File: config.mk
export PLATFORM = sky130hd
export DESIGN_NAME = ones_pattern_gen_flat
export DESIGN_NICKNAME = d
export VERILOG_FILES = /design/src/rtl/ones_pattern_gen_if.sv /design/src/rtl/ones_pattern_gen.sv /design/src/flat_wrapper.sv
export SDC_FILE = /design/constraint.sdc
export NUM_CORES = 1
export LEC_CHECK = 0
export ABC_AREA = 1
export BUFFER_PORTS_ARGS = -buffer_cell sky130_fd_sc_hd__buf_2
export CAP_MARGIN = 20
export CORE_ASPECT_RATIO = 0.9
export CORE_MARGIN = 4
export CORE_UTILIZATION = 60
export DETAILED_ROUTE_END_ITERATION = 6
export PLACE_DENSITY = 0.84
export SLEW_MARGIN = 20
export SYNTH_ARGS = -nofsm -noshare
export SYNTH_HDL_FRONTEND = slang
export SYNTH_SLANG_ARGS = --single-unit
File: constraint.sdc
create_clock -name clk -period 2.6 [get_ports clk]
set_input_delay 0 -clock clk [delete_from_list [all_inputs] [get_ports clk]]
set_output_delay 0 -clock clk [all_outputs]
set_load 0.02 [all_outputs]
File: src/rtl/ones_pattern_gen_if.sv
// ones_pattern_gen_if
//   Bundles the control and output-stream signals of ones_pattern_gen.
//   master: the generator side (drives the stream and status).
//   slave : the consumer / controller side.
// Signals:
//   start, din           request a new enumeration with target ones-count din
//   dout, dout_valid,
//   dout_ready, last     output word stream with backpressure and end marker
//   busy, done, err      status: enumeration running, finished/rejected, rejected
interface ones_pattern_gen_if #(
    parameter int DATA_WIDTH = 16
);
    localparam int CW = $clog2(DATA_WIDTH) + 1;

    logic                  start;
    logic [CW-1:0]         din;
    logic [DATA_WIDTH-1:0] dout;
    logic                  dout_valid;
    logic                  dout_ready;
    logic                  last;
    logic                  busy;
    logic                  done;
    logic                  err;

    modport master (
        input  start, din, dout_ready,
        output dout, dout_valid, last, busy, done, err
    );

    modport slave (
        output start, din, dout_ready,
        input  dout, dout_valid, last, busy, done, err
    );
endinterface

File: src/rtl/ones_pattern_gen.sv
// ones_pattern_gen
//   Enumerates every DATA_WIDTH-bit word with exactly k set bits, in
//   ascending order, one word per dout_valid/dout_ready handshake.
// Ports:
//   clk     rising-edge clock
//   resetn  synchronous active-low reset
//   bus     ones_pattern_gen_if.master: start/din request, dout stream with
//           dout_valid/dout_ready/last, busy/done/err status
module ones_pattern_gen #(
    parameter int DATA_WIDTH = 16
) (
    input  logic                clk,
    input  logic                resetn,
    ones_pattern_gen_if.master  bus
);
    localparam int CW = $clog2(DATA_WIDTH) + 1;
    localparam int SW = $clog2(DATA_WIDTH);
    localparam logic [DATA_WIDTH-1:0] ALL_ONES = '1;
    localparam logic [CW-1:0]         MAX_K    = CW'(DATA_WIDTH);

    typedef enum logic {IDLE, RUN} state_t;

    state_t                state_q, state_n;
    logic [DATA_WIDTH-1:0] dout_q, dout_n;
    logic                  valid_q, valid_n;
    logic                  last_q, last_n;
    logic                  done_q, done_n;
    logic                  err_q, err_n;
    logic [CW-1:0]         k_q, k_n;

    // k ones packed at the bottom / top; shifting by DATA_WIDTH yields
    // zero, so k==DATA_WIDTH naturally gives all ones in both.
    function automatic logic [DATA_WIDTH-1:0] low_ones(input logic [CW-1:0] n);
        return ~(ALL_ONES << n);
    endfunction

    function automatic logic [DATA_WIDTH-1:0] high_ones(input logic [CW-1:0] n);
        return ~(ALL_ONES >> n);
    endfunction

    // Gosper's step on the registered word. Only evaluated for a word that
    // is not the top pattern, so the add never carries out of the MSB.
    logic [DATA_WIDTH-1:0] lowest;
    logic [DATA_WIDTH-1:0] ripple;
    logic [DATA_WIDTH-1:0] next_word;
    logic [SW-1:0]         ctz;

    assign lowest = dout_q & (-dout_q);
    assign ripple = dout_q + lowest;

    // lowest is one-hot (or zero), so a priority-free scan gives its index.
    always_comb begin
        ctz = '0;
        for (int unsigned i = 0; i < DATA_WIDTH; i++) begin
            if (lowest[i]) begin
                ctz = SW'(i);
            end
        end
    end

    assign next_word = ripple | (((ripple ^ dout_q) >> 2) >> ctz);

    always_comb begin
        state_n = state_q;
        dout_n  = dout_q;
        valid_n = valid_q;
        last_n  = last_q;
        done_n  = 1'b0;
        err_n   = 1'b0;
        k_n     = k_q;

        case (state_q)
            IDLE: begin
                if (bus.start) begin
                    if (bus.din > MAX_K) begin
                        done_n = 1'b1;
                        err_n  = 1'b1;
                    end else begin
                        k_n     = bus.din;
                        dout_n  = low_ones(bus.din);
                        valid_n = 1'b1;
                        last_n  = (low_ones(bus.din) == high_ones(bus.din));
                        state_n = RUN;
                    end
                end
            end
            RUN: begin
                if (valid_q && bus.dout_ready) begin
                    if (last_q) begin
                        valid_n = 1'b0;
                        last_n  = 1'b0;
                        done_n  = 1'b1;
                        state_n = IDLE;
                    end else begin
                        dout_n = next_word;
                        last_n = (next_word == high_ones(k_q));
                    end
                end
            end
            default: state_n = IDLE;
        endcase
    end

    always_ff @(posedge clk) begin
        if (!resetn) begin
            state_q <= IDLE;
            dout_q  <= '0;
            valid_q <= 1'b0;
            last_q  <= 1'b0;
            done_q  <= 1'b0;
            err_q   <= 1'b0;
            k_q     <= '0;
        end else begin
            state_q <= state_n;
            dout_q  <= dout_n;
            valid_q <= valid_n;
            last_q  <= last_n;
            done_q  <= done_n;
            err_q   <= err_n;
            k_q     <= k_n;
        end
    end

    assign bus.dout       = dout_q;
    assign bus.dout_valid = valid_q;
    assign bus.last       = last_q;
    assign bus.busy       = (state_q == RUN);
    assign bus.done       = done_q;
    assign bus.err        = err_q;
endmodule

File: src/flat_wrapper.sv
// flat-port wrapper written by rule: the top's interface ports become plain ports
module ones_pattern_gen_flat 
#(
    parameter int DATA_WIDTH = 16
)
  (clk, resetn, bus_start, bus_din, bus_dout_ready, bus_dout, bus_dout_valid, bus_last, bus_busy, bus_done, bus_err);
  ones_pattern_gen_if #(.DATA_WIDTH(DATA_WIDTH)) bus_i ();
  input  logic clk;
  input  logic resetn;
  input wire logic [$bits(bus_i.start)-1:0] bus_start;
  input wire logic [$bits(bus_i.din)-1:0] bus_din;
  input wire logic [$bits(bus_i.dout_ready)-1:0] bus_dout_ready;
  output wire logic [$bits(bus_i.dout)-1:0] bus_dout;
  output wire logic [$bits(bus_i.dout_valid)-1:0] bus_dout_valid;
  output wire logic [$bits(bus_i.last)-1:0] bus_last;
  output wire logic [$bits(bus_i.busy)-1:0] bus_busy;
  output wire logic [$bits(bus_i.done)-1:0] bus_done;
  output wire logic [$bits(bus_i.err)-1:0] bus_err;
  assign bus_i.start = bus_start;
  assign bus_i.din = bus_din;
  assign bus_i.dout_ready = bus_dout_ready;
  assign bus_dout = bus_i.dout;
  assign bus_dout_valid = bus_i.dout_valid;
  assign bus_last = bus_i.last;
  assign bus_busy = bus_i.busy;
  assign bus_done = bus_i.done;
  assign bus_err = bus_i.err;
  ones_pattern_gen #(.DATA_WIDTH(DATA_WIDTH)) u_core (.clk(clk), .resetn(resetn), .bus(bus_i));
endmodule
Yosys cells after proc, flatten, opt, wreduce, memory -nomap -nowiden:

Index checks and enable logic that the tools add are counted.

* bits of input ports: 9
* logic and storage cells: 76
* bits in registers: 26
* output and inout port bits: 21

* bitwise logic cells: 9
* muxes and demuxes: 40
* $add $sub $neg: 2
* equal/unequal tests: 7
* order comparisons: 1
* shift operators: 4
* reductions and logical operators: 6

Operator list (number)
* $mux W16: 4
* $mux W4: 14
* $not A16 Y16: 3
* $eq A16 B16 Y1: 2
* $pmux W16 S2: 1
* $shr A16 B5 Y16 const A: 2
* $mux W1: 17
* $add A16 B16 Y16: 1
* $and A16 B16 Y16: 1
* $neg A16 Y16: 1
* $or A16 B16 Y16: 1
* $shl A16 B5 Y16 const A: 1
* $shr A14 B4 Y16: 1
* $xor A16 B16 Y16: 1
* $ne A2 B2 Y1 const B: 5
* $pmux W1 S2: 4
* $reduce_and A4 Y1: 2
* $reduce_and A3 Y1: 2
* $gt A5 B5 Y1 const B: 1
* $not A1 Y1: 3
* $reduce_or A2 Y1: 1
* $logic_and A1 B1 Y1: 1

Longest topological paths before layout:

Gate-level depths: netlist of the first run.

* depth in word-level cells: 23
* depth in mapped cells: 25
* gate-level depth less buffers: 24

Least setup slack after synthesis of the first run:

OpenSTA, ideal clock, no wires.

* path kind: register -> register
* from: reg u_core.dout_q[4] (netlist: u_core.bus.dout[4])
* to: reg u_core.last_q (netlist: u_core.bus.last)
* path slack: 0.058 ns
* clock period less this slack: 2.542 ns
* library setup time: 0.066 ns
* arrival time: 2.476 ns
* stages on the path, launching flop included: 21
* cell sequence: dfxtp_1 > buf_2 > inv_1 > nand3_1 > inv_2 > nand2_1 > nand3b_1 > nor2_1 > nand3_2 > inv_2 > nand2_4 > buf_6 > o211ai_1 > nand3_1 > a21oi_1 > nand2_1 > xor2_1 > nand2_1 > nor2_1 > nand2_1 > a21oi_2

* longest elaborated chain between the ends: 20
* elaborated cells between the ends (all ways): 22
* those cells by class: add/sub: 2; eq/ne: 1; shift: 1; mux: 15; bitwise: 3

Ends and longest elaborated chain
* from (decl): RTL line ones_pattern_gen.sv:24 `logic [DATA_WIDTH-1:0] dout_q, dout_n;`
* from (signal assigned): RTL line ones_pattern_gen.sv:115 `dout_q <= dout_n;`
* $neg A16 Y16: RTL line ones_pattern_gen.sv:48 `assign lowest = dout_q & (-dout_q);`
* $and A16 B16 Y16: RTL line ones_pattern_gen.sv:48
* $mux W4 (12 in a row): RTL line ones_pattern_gen.sv:55 `if (lowest[i]) begin`
* $shr A14 B4 Y16: RTL line ones_pattern_gen.sv:61 `assign next_word = ripple | (((ripple ^ dout_q) >> 2) >> ctz);`
* $or A16 B16 Y16 *: RTL line ones_pattern_gen.sv:61
* $eq A16 B16 Y1 *: RTL line ones_pattern_gen.sv:96 `last_n = (next_word == high_ones(k_q));`
* $mux W1 *: RTL line ones_pattern_gen.sv:89 `if (last_q) begin`
* $mux W1 *: RTL line ones_pattern_gen.sv:88 `if (valid_q && bus.dout_ready) begin`
* $pmux W1 S2 *: RTL line ones_pattern_gen.sv:72 `case (state_q)`
* to (signal assigned): RTL line ones_pattern_gen.sv:117 `last_q <= last_n;`
* to (decl): RTL line ones_pattern_gen.sv:26 `logic last_q, last_n;`

Mark *: on every way between the ends. The rest lies on a longest branch, timed or not. The select of a mux whose other input is x is not followed.
A chain may end at the register's enable or synchronous reset.

Worst setup path in the final report of the first run:

* from: reg u_core.dout_q[1] (netlist: u_core.bus.dout[1])
* to: reg u_core.last_q (netlist: u_core.bus.last)

* longest elaborated chain between the ends: 23
* elaborated cells between the ends (all ways): 25
* those cells by class: add/sub: 2; eq/ne: 1; shift: 1; mux: 18; bitwise: 3

Ends and longest elaborated chain (RTL line)
* $neg A16 Y16: ones_pattern_gen.sv:48
* $and A16 B16 Y16: ones_pattern_gen.sv:48
* $mux W1: ones_pattern_gen.sv:55
* $mux W4 (14 in a row): ones_pattern_gen.sv:55
* $shr A14 B4 Y16: ones_pattern_gen.sv:61
* $or A16 B16 Y16 *: ones_pattern_gen.sv:61
* $eq A16 B16 Y1 *: ones_pattern_gen.sv:96
* $mux W1 *: ones_pattern_gen.sv:89
* $mux W1 *: ones_pattern_gen.sv:88
* $pmux W1 S2 *: ones_pattern_gen.sv:72

Marked as above.

==> results of run 1 <==
-- through the flow --
step / utilization [%] / worst slack, ns / power, mW
after global routing: 86.1 / -0.547 / 3.23
after detailed placement: 76.3 / -0.292 / 2.19
after CTS: 80.0 / -0.0437 / 2.63
after global placement: 76.3 / -0.232 / 2.15
after floorplan: - / 0.0580 / 1.60
final: 86.1 / -0.504 / 3.14
-- what timing repair did --
item | CTS | global route
setup buffers | 6 | 10
resized for setup | 28 | 74
hold buffers | 0 | 0
gates cloned | 0 | 0
pin swaps | 10 | 33
endpoints found under the setup margin | 13 | 14
-- final cells by class --
type,count,area (µm²),area share (%)
Timing Repair Buffer,123,871,18.8
Clock inverter,1,30.0,0.648
Clock buffer,3,41.3,0.891
Multi-Input combinational cell,514,2770,59.8
Sequential cell,26,546,11.8
Inverter,76,290,6.27
Tap cell,67,83.8,1.81
-- worst min-delay path, stage by stage --
cell,delay (ns)
buf_2,0.13
inv_1,0.09
a21oi_1,0.06
-- power groups by stage --
stage	clock [mW]	sequential, mW	combinational [mW]
6_report	0.361	0.503	2.28
5_1_grt	0.368	0.505	2.35
4_1_cts	0.344	0.493	1.79
3_5_place_dp	0	0.500	1.69
3_3_place_gp	0	0.499	1.65
2_1_floorplan	0	0.513	1.09
-- kinds of logic after synthesis --
group	count (synthesis)	share of synthesized area (%)
XOR/XNOR	14	3.61
AND/OR/NAND/NOR	397	52.9
flip-flops	26	15.3
buffers and inverters	95	11.5
AO/OA/AOI/OAI	103	16.7
-- state kept, by name, summed over array words and instances (netlist names) --
| register | count |
|---|---|
| u_core.bus.dout | 16 |
| u_core.k_q | 5 |
| u_core.bus.busy | 1 |
| u_core.bus.done | 1 |
| u_core.bus.dout_valid | 1 |
| u_core.bus.err | 1 |
| u_core.bus.last | 1 |
-- worst max-delay path by stage --
stage,start,end,slack (ns),cells after the start
final,u_core.bus.dout[1],u_core.bus.last,-0.50,21
after global routing,u_core.bus.dout[1],u_core.bus.last,-0.55,21
after CTS,u_core.bus.dout[3],u_core.bus.last,-0.04,20
after detailed placement,u_core.bus.dout[3],u_core.bus.last,-0.29,21
after global placement,u_core.bus.dout[3],u_core.bus.last,-0.23,21
after floorplan,u_core.bus.dout[4],u_core.bus.last,0.06,20
-- routing by layer --
layer  vias up  track usage (%)  wire length, µm
li1       2297                -                -
met1      2360             51.0             5390
met2       678             56.5             6710
met3       246             7.02             2930
met4         0             14.7             1820
met5         -                0                0
-- cell usage after synthesis --
library cell | instances | area (µm²)
o22ai_1 | 1 | 6.26
nand3_1 | 75 | 375
nor2_8 | 1 | 20.0
nand3_2 | 5 | 50.1
buf_4 | 3 | 22.5
buf_6 | 2 | 22.5
dfxtp_1 | 26 | 521
inv_2 | 8 | 30.0
o211ai_1 | 7 | 52.6
a21boi_0 | 1 | 7.51
a21oi_2 | 1 | 8.76
nand3b_1 | 5 | 37.5
clkinv_1 | 1 | 3.75
nor2_1 | 89 | 334
or2_0 | 1 | 6.26
clkbuf_1 | 9 | 33.8
o221ai_1 | 1 | 8.76
a21oi_1 | 46 | 230
nand2_4 | 3 | 33.8
o21ai_0 | 29 | 145
nor3_1 | 5 | 25.0
nand2_2 | 9 | 56.3
a21o_1 | 1 | 7.51
buf_2 | 5 | 25.0
o21ai_1 | 5 | 25.0
nand2_1 | 179 | 672
inv_1 | 67 | 251
o21ai_2 | 1 | 8.76
a31oi_1 | 8 | 50.1
nor2_4 | 6 | 67.6
xor2_1 | 9 | 78.8
nor2_2 | 7 | 43.8
xnor2_1 | 5 | 43.8
or2_2 | 1 | 6.26
a221oi_1 | 2 | 17.5
nand4_1 | 11 | 68.8
==> flow_summary.ini, run 1 <==
[route]
wl_um = 16800
vias = 5581
wl_per_cell_um = 20.8
first_pass_iters = 7
drt_iter0_markers = 1743
detail-route-antenna-nets = 0
drc = 266
drt-vias-per-instance = 6.89

[global_route]
grt_use_total_pct = 37.0
grt_pass1_wl_um = 20600
grt_max_degree = 25
overflow = 0
grt_pass1_vias = 4350
antenna_found_initial = 0

[worst_setup_path]
crit_path_max_incr_delay_ns = 0.38
critPathKind = reg2reg
cp.arrival_ns = 3.34
cp_common_cell = nand2_1
cp_max_fo = 8
cp_top_family = simple AND/OR/NAND/NOR gates
r2r-start = u_core.bus.dout[1]
end_kind = flip-flop
cp.required_ns = 2.84
cp_num_buf_inv = 2
r2r_slack_ns = -0.50
cp_slowest_cell = dfxtp_4
critPathLaunchType = flip-flop
ff2ff_path_depth = 21
rr_endpoint = u_core.bus.last
crit_chain = nor2_4, nand2_4, nor2_8, nand2_4, nor2_4, nand2_4, nor2_4, inv_4, nand2_8, buf_6, nand2_1, nand2_1, nand2_1, nand2_1, nand3_1, nand2_2, xor2_1, nand2_1, nor2_1, nand2_1, a21oi_2

[power_and_ir_drop]
power.internal_mw = 1.46
power_frac_seq_pct = 16.0
sw_frac_of_total_pct = 53.5
p_leak_nw = 2.37
combPwrFrac_pct = 72.5
clkPwrFrac_pct = 11.5
ir_drop_v = 0.000426
power_switching_mw = 1.68
power_density_mw_per_mm2 = 677

[sta]
rsz0062_at_grt = true
timing.hold.ws_ns = 0.0169
min_period_ns = 3.10
finalHoldViolations = 0
fmax_ghz = 0.322
finalMaxSlewViolations = 0
finalSetupViolCount = 12
relSlewSlack_pct = 58.7
tightest_slew_ns = 0.616
fin_skew_ns = 0.0185
fin_crit_sh_pct = 119
tns_ns = -2.64
worst_slack_ns = -0.504

[status]
violations = design-rule violations, negative setup slack
status = finished with violations

[cells_and_area]
diodes = 0
drive_gt1_share_pct = 33.0
fin_cells = 810
design_area_mm2 = 0.00463
nets = 753
fillers = 275
area_delta_synth_final_pct = 36.4
mostFrequentLayoutCells = 157 x nand2_1, 91 x buf_4, 80 x nor2_1, 64 x inv_1, 60 x nand3_1
final_common_cell = nand2_1

[synth]
yosys_warnings = 0
synth_area_mm2 = 0.00340
yosysUniqueCellTypes = 36
postSynthAreaPerCell_um2 = 5.35
synth_cells = 635
seq_area_frac_synth_pct = 15.3
syn_nets = 644
ys_ff_latch = 26

[placement]
gp_congestion = 1.11
portBuffers = 29
dpl.hpwl_um = 10000
placed_area_mm2 = 0.00411
place_inst = 790

[floorplan]
io_pins = 30
start_util_pct = 63.1
core-area_mm2 = 0.00538
rows = 25
fp.dieH_um = 79.4
dieArea_mm2 = 0.00693
dieWidth_um = 87.3

[clock_tree]
numClockSinks = 26
path_clk_slew_ns = 0.11
cts-root-buf = clkbuf_8
cts_buffers = 3
clk_latency_ns = 0.29
cts_tree = yes
htreeDepth = 1
cts_buffer_depth = 2

[hold_path]
whs_endpoint = u_core.k_q[3]
min_path_type = in2reg
min-delay-start = bus_din[3]
hold-path-cell-count = 3

[run]
drv_cap = 0
Note: power is estimated with default switching activity, not from simulation.
==> run 2: changes to the inputs <==
--- a/config.mk
+++ b/config.mk
@@ -5,14 +5,13 @@
 export SDC_FILE = /design/constraint.sdc
 export NUM_CORES = 1
 export LEC_CHECK = 0
-export ABC_AREA = 1
 export BUFFER_PORTS_ARGS = -buffer_cell sky130_fd_sc_hd__buf_2
 export CAP_MARGIN = 20
 export CORE_ASPECT_RATIO = 0.9
 export CORE_MARGIN = 4
-export CORE_UTILIZATION = 60
+export CORE_UTILIZATION = 29
 export DETAILED_ROUTE_END_ITERATION = 6
-export PLACE_DENSITY = 0.84
+export PLACE_DENSITY = 0.49
 export SLEW_MARGIN = 20
 export SYNTH_ARGS = -nofsm -noshare
 export SYNTH_HDL_FRONTEND = slang
==> flow_summary.ini, run 2 <==
[status]
status = finished with violations
violations = negative setup slack

[synth]
muxShareOfSynthArea_pct = 3.45
yosysMostFrequentCell = nor2_1
synth_compound_area_share_pct = 37.5
synthArstFlopShare_pct = 0
synthFlopType = dfxtp_1
yosysUniqueCellTypes = 76
synth-xor-area-share_pct = 2.49
synth_top_area_share_pct = 14.8
synthAdderAreaFrac_pct = 0
seq_area_frac_synth_pct = 14.8
synth_area_leader_cell = dfxtp_1
synth_cells = 532
yosys.area_share.simple_pct = 34.7
synth_top_cells_by_area = dfxtp_1 15%, a21oi_1 7.5%, nor2_1 6.3%
synth_area_mm2 = 0.00352
ys_ff_latch = 26
yosys_warnings = 0
synth_top_family_by_area = compound AO/OA/AOI/OAI gates
yosys-top-cells-count = 59 x nor2_1, 53 x a21oi_1, 42 x nand2_1
syn_nets = 541
synth_edf_count = 0
postSynthAreaPerCell_um2 = 6.61

[sta]
fin_skew_ns = 0.00553
finalHoldViolations = 0
rsz0062_at_grt = true
finalMaxSlewViolations = 0
fin_crit_sh_pct = 125
fmax_ghz = 0.309
tightest_slew_ns = 0.938
timing.hold.ws_ns = 0.0291
relSlewSlack_pct = 37.5
worst_slack_ns = -0.640
tns_ns = -6.36
min_period_ns = 3.24
finalSetupViolCount = 15

[hold_path]
whs_endpoint = u_core.bus.dout_valid
min_path_type = in2reg
min-delay-start = resetn
hold-path-cell-count = 3

[power_and_ir_drop]
ir_drop_v = 0.000425
power.internal_mw = 2.21
total_power_mw = 4.06
sw_frac_of_total_pct = 45.7
power_frac_seq_pct = 11.5
combPwrFrac_pct = 78.1
power_density_mw_per_mm2 = 691
p_leak_nw = 2.44
power_switching_mw = 1.86
clkPwrFrac_pct = 10.5

[worst_setup_path]
crit_path_max_incr_delay_ns = 0.49
r2r-start = u_core.bus.dout[3]
end_kind = flip-flop
crit_chain = buf_6, nor4_4, buf_4, nand2_2, or4_4, a21boi_4, buf_6, a21oi_4, a2111oi_4, nand3_2, a32o_1, nor4_2, o2111ai_1, o21ai_1
cp_common_cell = buf_6
cp_slowest_cell = or4_4
critPathKind = reg2reg
rr_endpoint = u_core.bus.last
critPathLaunchType = flip-flop
cp_max_fo = 6
ff2ff_path_depth = 14
r2r_slack_ns = -0.64
cp.required_ns = 2.81
cp.arrival_ns = 3.45

[floorplan]
dieWidth_um = 124
rows = 37
core-area_mm2 = 0.0117
fp.dieH_um = 112
start_util_pct = 30.1
io_pins = 30
dieArea_mm2 = 0.0140

[cells_and_area]
nets = 711
final_common_cell = buf_4
multi_input_comb_area_mm2 = 0.00339
seqCellArea_um2 = 537
drive_gt1_share_pct = 46.9
mostFrequentLayoutCells = 156 x buf_4, 52 x nor2_1, 38 x nand2_1, 38 x a21oi_1, 29 x buf_2
final_util_pct = 50.4
diodes = 0
fillers = 1182
area_delta_synth_final_pct = 67.4
largest_reg_flops = 16

[global_route]
antenna_found_initial = 0
grt_pass1_wl_um = 26100
overflow = 0
grt_max_degree = 27
grt_pass1_vias = 4813
grt_use_total_pct = 23.5

[route]
wl_um = 16300
vias = 4884
drt_iter0_markers = 372
drt-vias-per-instance = 5.70
drc = 0
first_pass_iters = 7
wl_per_cell_um = 19.0
detail-route-antenna-nets = 0

[clock_tree]
cts-root-buf = clkbuf_16
cts_buffer_depth = 2
cts_tree = yes
clk_latency_ns = 0.27
path_clk_slew_ns = 0.07
htreeDepth = 1
cts_buffers = 3
numClockSinks = 26
cts_hold_buf = 0

[placement]
portBuffers = 29
dpl.hpwl_um = 12600
post-place-ws_ns = -0.786
gp_congestion = 0.971

[run]
drv_cap = 0
[run 2: layout make-up]
class,instances,share of cell area (%)
inverters,14,0.893
flip-flops and latches,26,9.12
repair buffers,210,27.4
clock buffers,4,1.70
multi-input cells,447,57.6
well taps,156,3.32
[run 2: worst max-delay path: cells and delay by family, from the launching register on]
family                 cells  cell delay (ns)
AND/OR/NAND/NOR            5             1.20
AO/OA/AOI/OAI              6             1.17
flip-flops                 1             0.34
buffers and inverters      3             0.46
[run 2: how the worst max path moves through the flow]
stage	startpoint	endpoint	slack, ns	cells past startpoint
final	u_core.bus.dout[3]	u_core.bus.last	-0.64	14
after CTS	u_core.bus.dout[3]	u_core.bus.last	-0.63	14
after detailed placement	u_core.bus.dout[0]	u_core.bus.last	-0.79	14
after floorplan	u_core.bus.dout[0]	u_core.bus.last	-0.48	14
after global placement	u_core.bus.dout[0]	u_core.bus.dout[8]	-0.76	13
after global routing	u_core.bus.dout[3]	u_core.bus.last	-0.78	14
[run 2: routing by layer]
layer | GRT usage (%) | wire (µm)
met1 | 33.8 | 7540
met4 | 4.96 | 244
met2 | 37.8 | 7560
met5 | 0 | 0
met3 | 2.42 | 920
[run 2: through the flow]
stage	std cells	cell area (µm²)
detailed placement	829	4930
finish	857	5880
CTS	853	5640
global placement	829	4930
floorplan	532	3610
global route	857	5880
[run 2: cell families after synthesis]
logic type             count (synthesis)
buffers and inverters                 59
multiplexers                          12
XOR/XNOR                              10
flip-flops                            26
AND/OR/NAND/NOR                      231
AO/OA/AOI/OAI                        194
[run 2: power groups by stage]
stage	Sequential, mW	Clock (mW)	Combinational (mW)
after CTS	0.464	0.431	2.92
after detailed placement	0.473	0	2.46
after global placement	0.471	0	2.45
after global routing	0.471	0.450	3.37
after floorplan	0.506	0	1.27
final	0.466	0.425	3.17
[run 2: repair_timing]
item | 4_1_cts | 5_1_grt
cloned | 0 | 0
setup buffers | 22 | 5
resized for setup | 103 | 41
hold endpoints to repair | 0 | 0
pin swaps | 43 | 23
endpoints found under the setup margin | 16 | 16
==> run 3: changes to the inputs <==
--- a/config.mk
+++ b/config.mk
@@ -12,6 +12,7 @@
 export CORE_UTILIZATION = 29
 export DETAILED_ROUTE_END_ITERATION = 6
 export PLACE_DENSITY = 0.49
+export RECOVER_POWER = 50
 export SLEW_MARGIN = 20
 export SYNTH_ARGS = -nofsm -noshare
 export SYNTH_HDL_FRONTEND = slang
==> flow_summary.ini, run 3 (synthesized netlist as in run 2, its figures left out) <==
[status]
status = finished with violations
violations = negative setup slack

[sta]
fin_skew_ns = 0.00508
timing.hold.ws_ns = 0.0313
rsz0062_at_grt = true
finalSetupViolCount = 15
finalHoldViolations = 0
fmax_ghz = 0.309
fin_crit_sh_pct = 125
tightest_slew_ns = 0.933
worst_slack_ns = -0.640
relSlewSlack_pct = 37.8
min_period_ns = 3.24
finalMaxSlewViolations = 0

[worst_setup_path]
crit_path_max_incr_delay_ns = 0.48
cp_common_cell = buf_6
cp.required_ns = 2.81
cp_slowest_cell = or4_4
critPathLaunchType = flip-flop
critPathKind = reg2reg
end_kind = flip-flop
cp.arrival_ns = 3.45
cp_max_fo = 6
crit_chain = buf_6, nor4_4, buf_4, nand2_2, or4_4, a21boi_4, buf_6, a21oi_4, a2111oi_4, nand3_2, a32o_1, nor4_2, o2111ai_1, o21ai_1

[cells_and_area]
mostFrequentLayoutCells = 156 x buf_4, 52 x nor2_1, 38 x nand2_1, 38 x a21oi_1, 25 x o21ai_0
final_util_pct = 50.3
drive_gt1_share_pct = 45.1
nets = 711
area_delta_synth_final_pct = 66.9
final_common_cell = buf_4
largest_reg_flops = 16
diodes = 0

[power_and_ir_drop]
p_leak_nw = 2.38
power_density_mw_per_mm2 = 692
ir_drop_v = 0.000425

[global_route]
antenna_found_initial = 0
grt_use_total_pct = 23.5
grt_pass1_wl_um = 26100
grt_pass1_vias = 4813
grt_max_degree = 27
overflow = 0

[run]
drv_cap = 0

[route]
drt_iter0_markers = 337
wl_per_cell_um = 18.9
wl_um = 16200
detail-route-antenna-nets = 0
vias = 4897
drc = 0
first_pass_iters = 5
drt-vias-per-instance = 5.71

[floorplan]
start_util_pct = 30.1
core-area_mm2 = 0.0117
dieArea_mm2 = 0.0140
dieWidth_um = 124
rows = 37
fp.dieH_um = 112
io_pins = 30

[clock_tree]
cts_buffer_depth = 2
cts_hold_buf = 0
numClockSinks = 26
path_clk_slew_ns = 0.07
cts_buffers = 3
cts-root-buf = clkbuf_16
cts_tree = yes
clk_latency_ns = 0.27
htreeDepth = 1

[placement]
dpl.hpwl_um = 12600
gp_congestion = 0.971
portBuffers = 29

[hold_path]
min_path_type = in2reg
## run 3: cell types whose count changed in the layout (fill, tap and decap cells not counted), sizes merged
cell    change
buf        -13
clkbuf     +13
## run 3: final cells by class
cell class	instances	area, µm²
Clock buffer	4	100
Multi-Input combinational cell	447	3390
Tap cell	156	195
Fill cell	1189	5800
Timing Repair Buffer	210	1590
Inverter	14	52.6
Sequential cell	26	537
## run 3: critical path: cells and delay by family, from the launching register on
| family | cells | cell delay [ns] |
|---|---|---|
| and+or+nand+nor | 5 | 1.19 |
| AOI/OAI and AO/OA | 6 | 1.16 |
| buffers and inverters | 3 | 0.46 |
| DFF | 1 | 0.34 |
## run 3: what timing repair did
action / 4_1_cts / 5_1_grt
resized for setup: 103 / 41
pin swaps: 43 / 23
setup endpoints to repair: 16 / 16
buffers inserted: 22 / 5
## run 3: path summary, 6_finish.rpt
path                                          from                     to  slack, ns  depth (start not counted)
worst max register to register  u_core.bus.dout[3]        u_core.bus.last      -0.64                         14
worst min-delay path                        resetn  u_core.bus.dout_valid       0.03                          3
worst max-delay path            u_core.bus.dout[3]        u_core.bus.last      -0.64                         14
worst min register to register  u_core.bus.dout[7]     u_core.bus.dout[7]       0.53                          2
## run 3: report_power, final
part           total [mW]  switching [mW]  internal [mW]
registers           0.466          0.0333          0.432
logic                3.17            1.67           1.50
clock network       0.424           0.156          0.268
total                4.06            1.86           2.20
## run 3: metrics by stage
| stage | setup WS (ns) | std cells | instance area, µm² | power (mW) | setup TNS [ns] |
|---|---|---|---|---|---|
| CTS | -0.629 | 853 | 5640 | 3.82 | -6.40 |
| global route | -0.779 | 857 | 5870 | 4.29 | -8.23 |
| floorplan | -0.484 | 532 | 3610 | 1.78 | -2.57 |
| detailed placement | -0.786 | 829 | 4930 | 2.93 | -9.36 |
| global placement | -0.759 | 829 | 4930 | 2.92 | -9.20 |
| finish | -0.640 | 857 | 5870 | 4.06 | -6.36 |
## run 3: layer usage
metal	part of all wire, %	global-route usage, %
met1	47	33.8
met2	46	37.8
met3	5.3	2.42
met4	1.5	4.96
met5	0	0
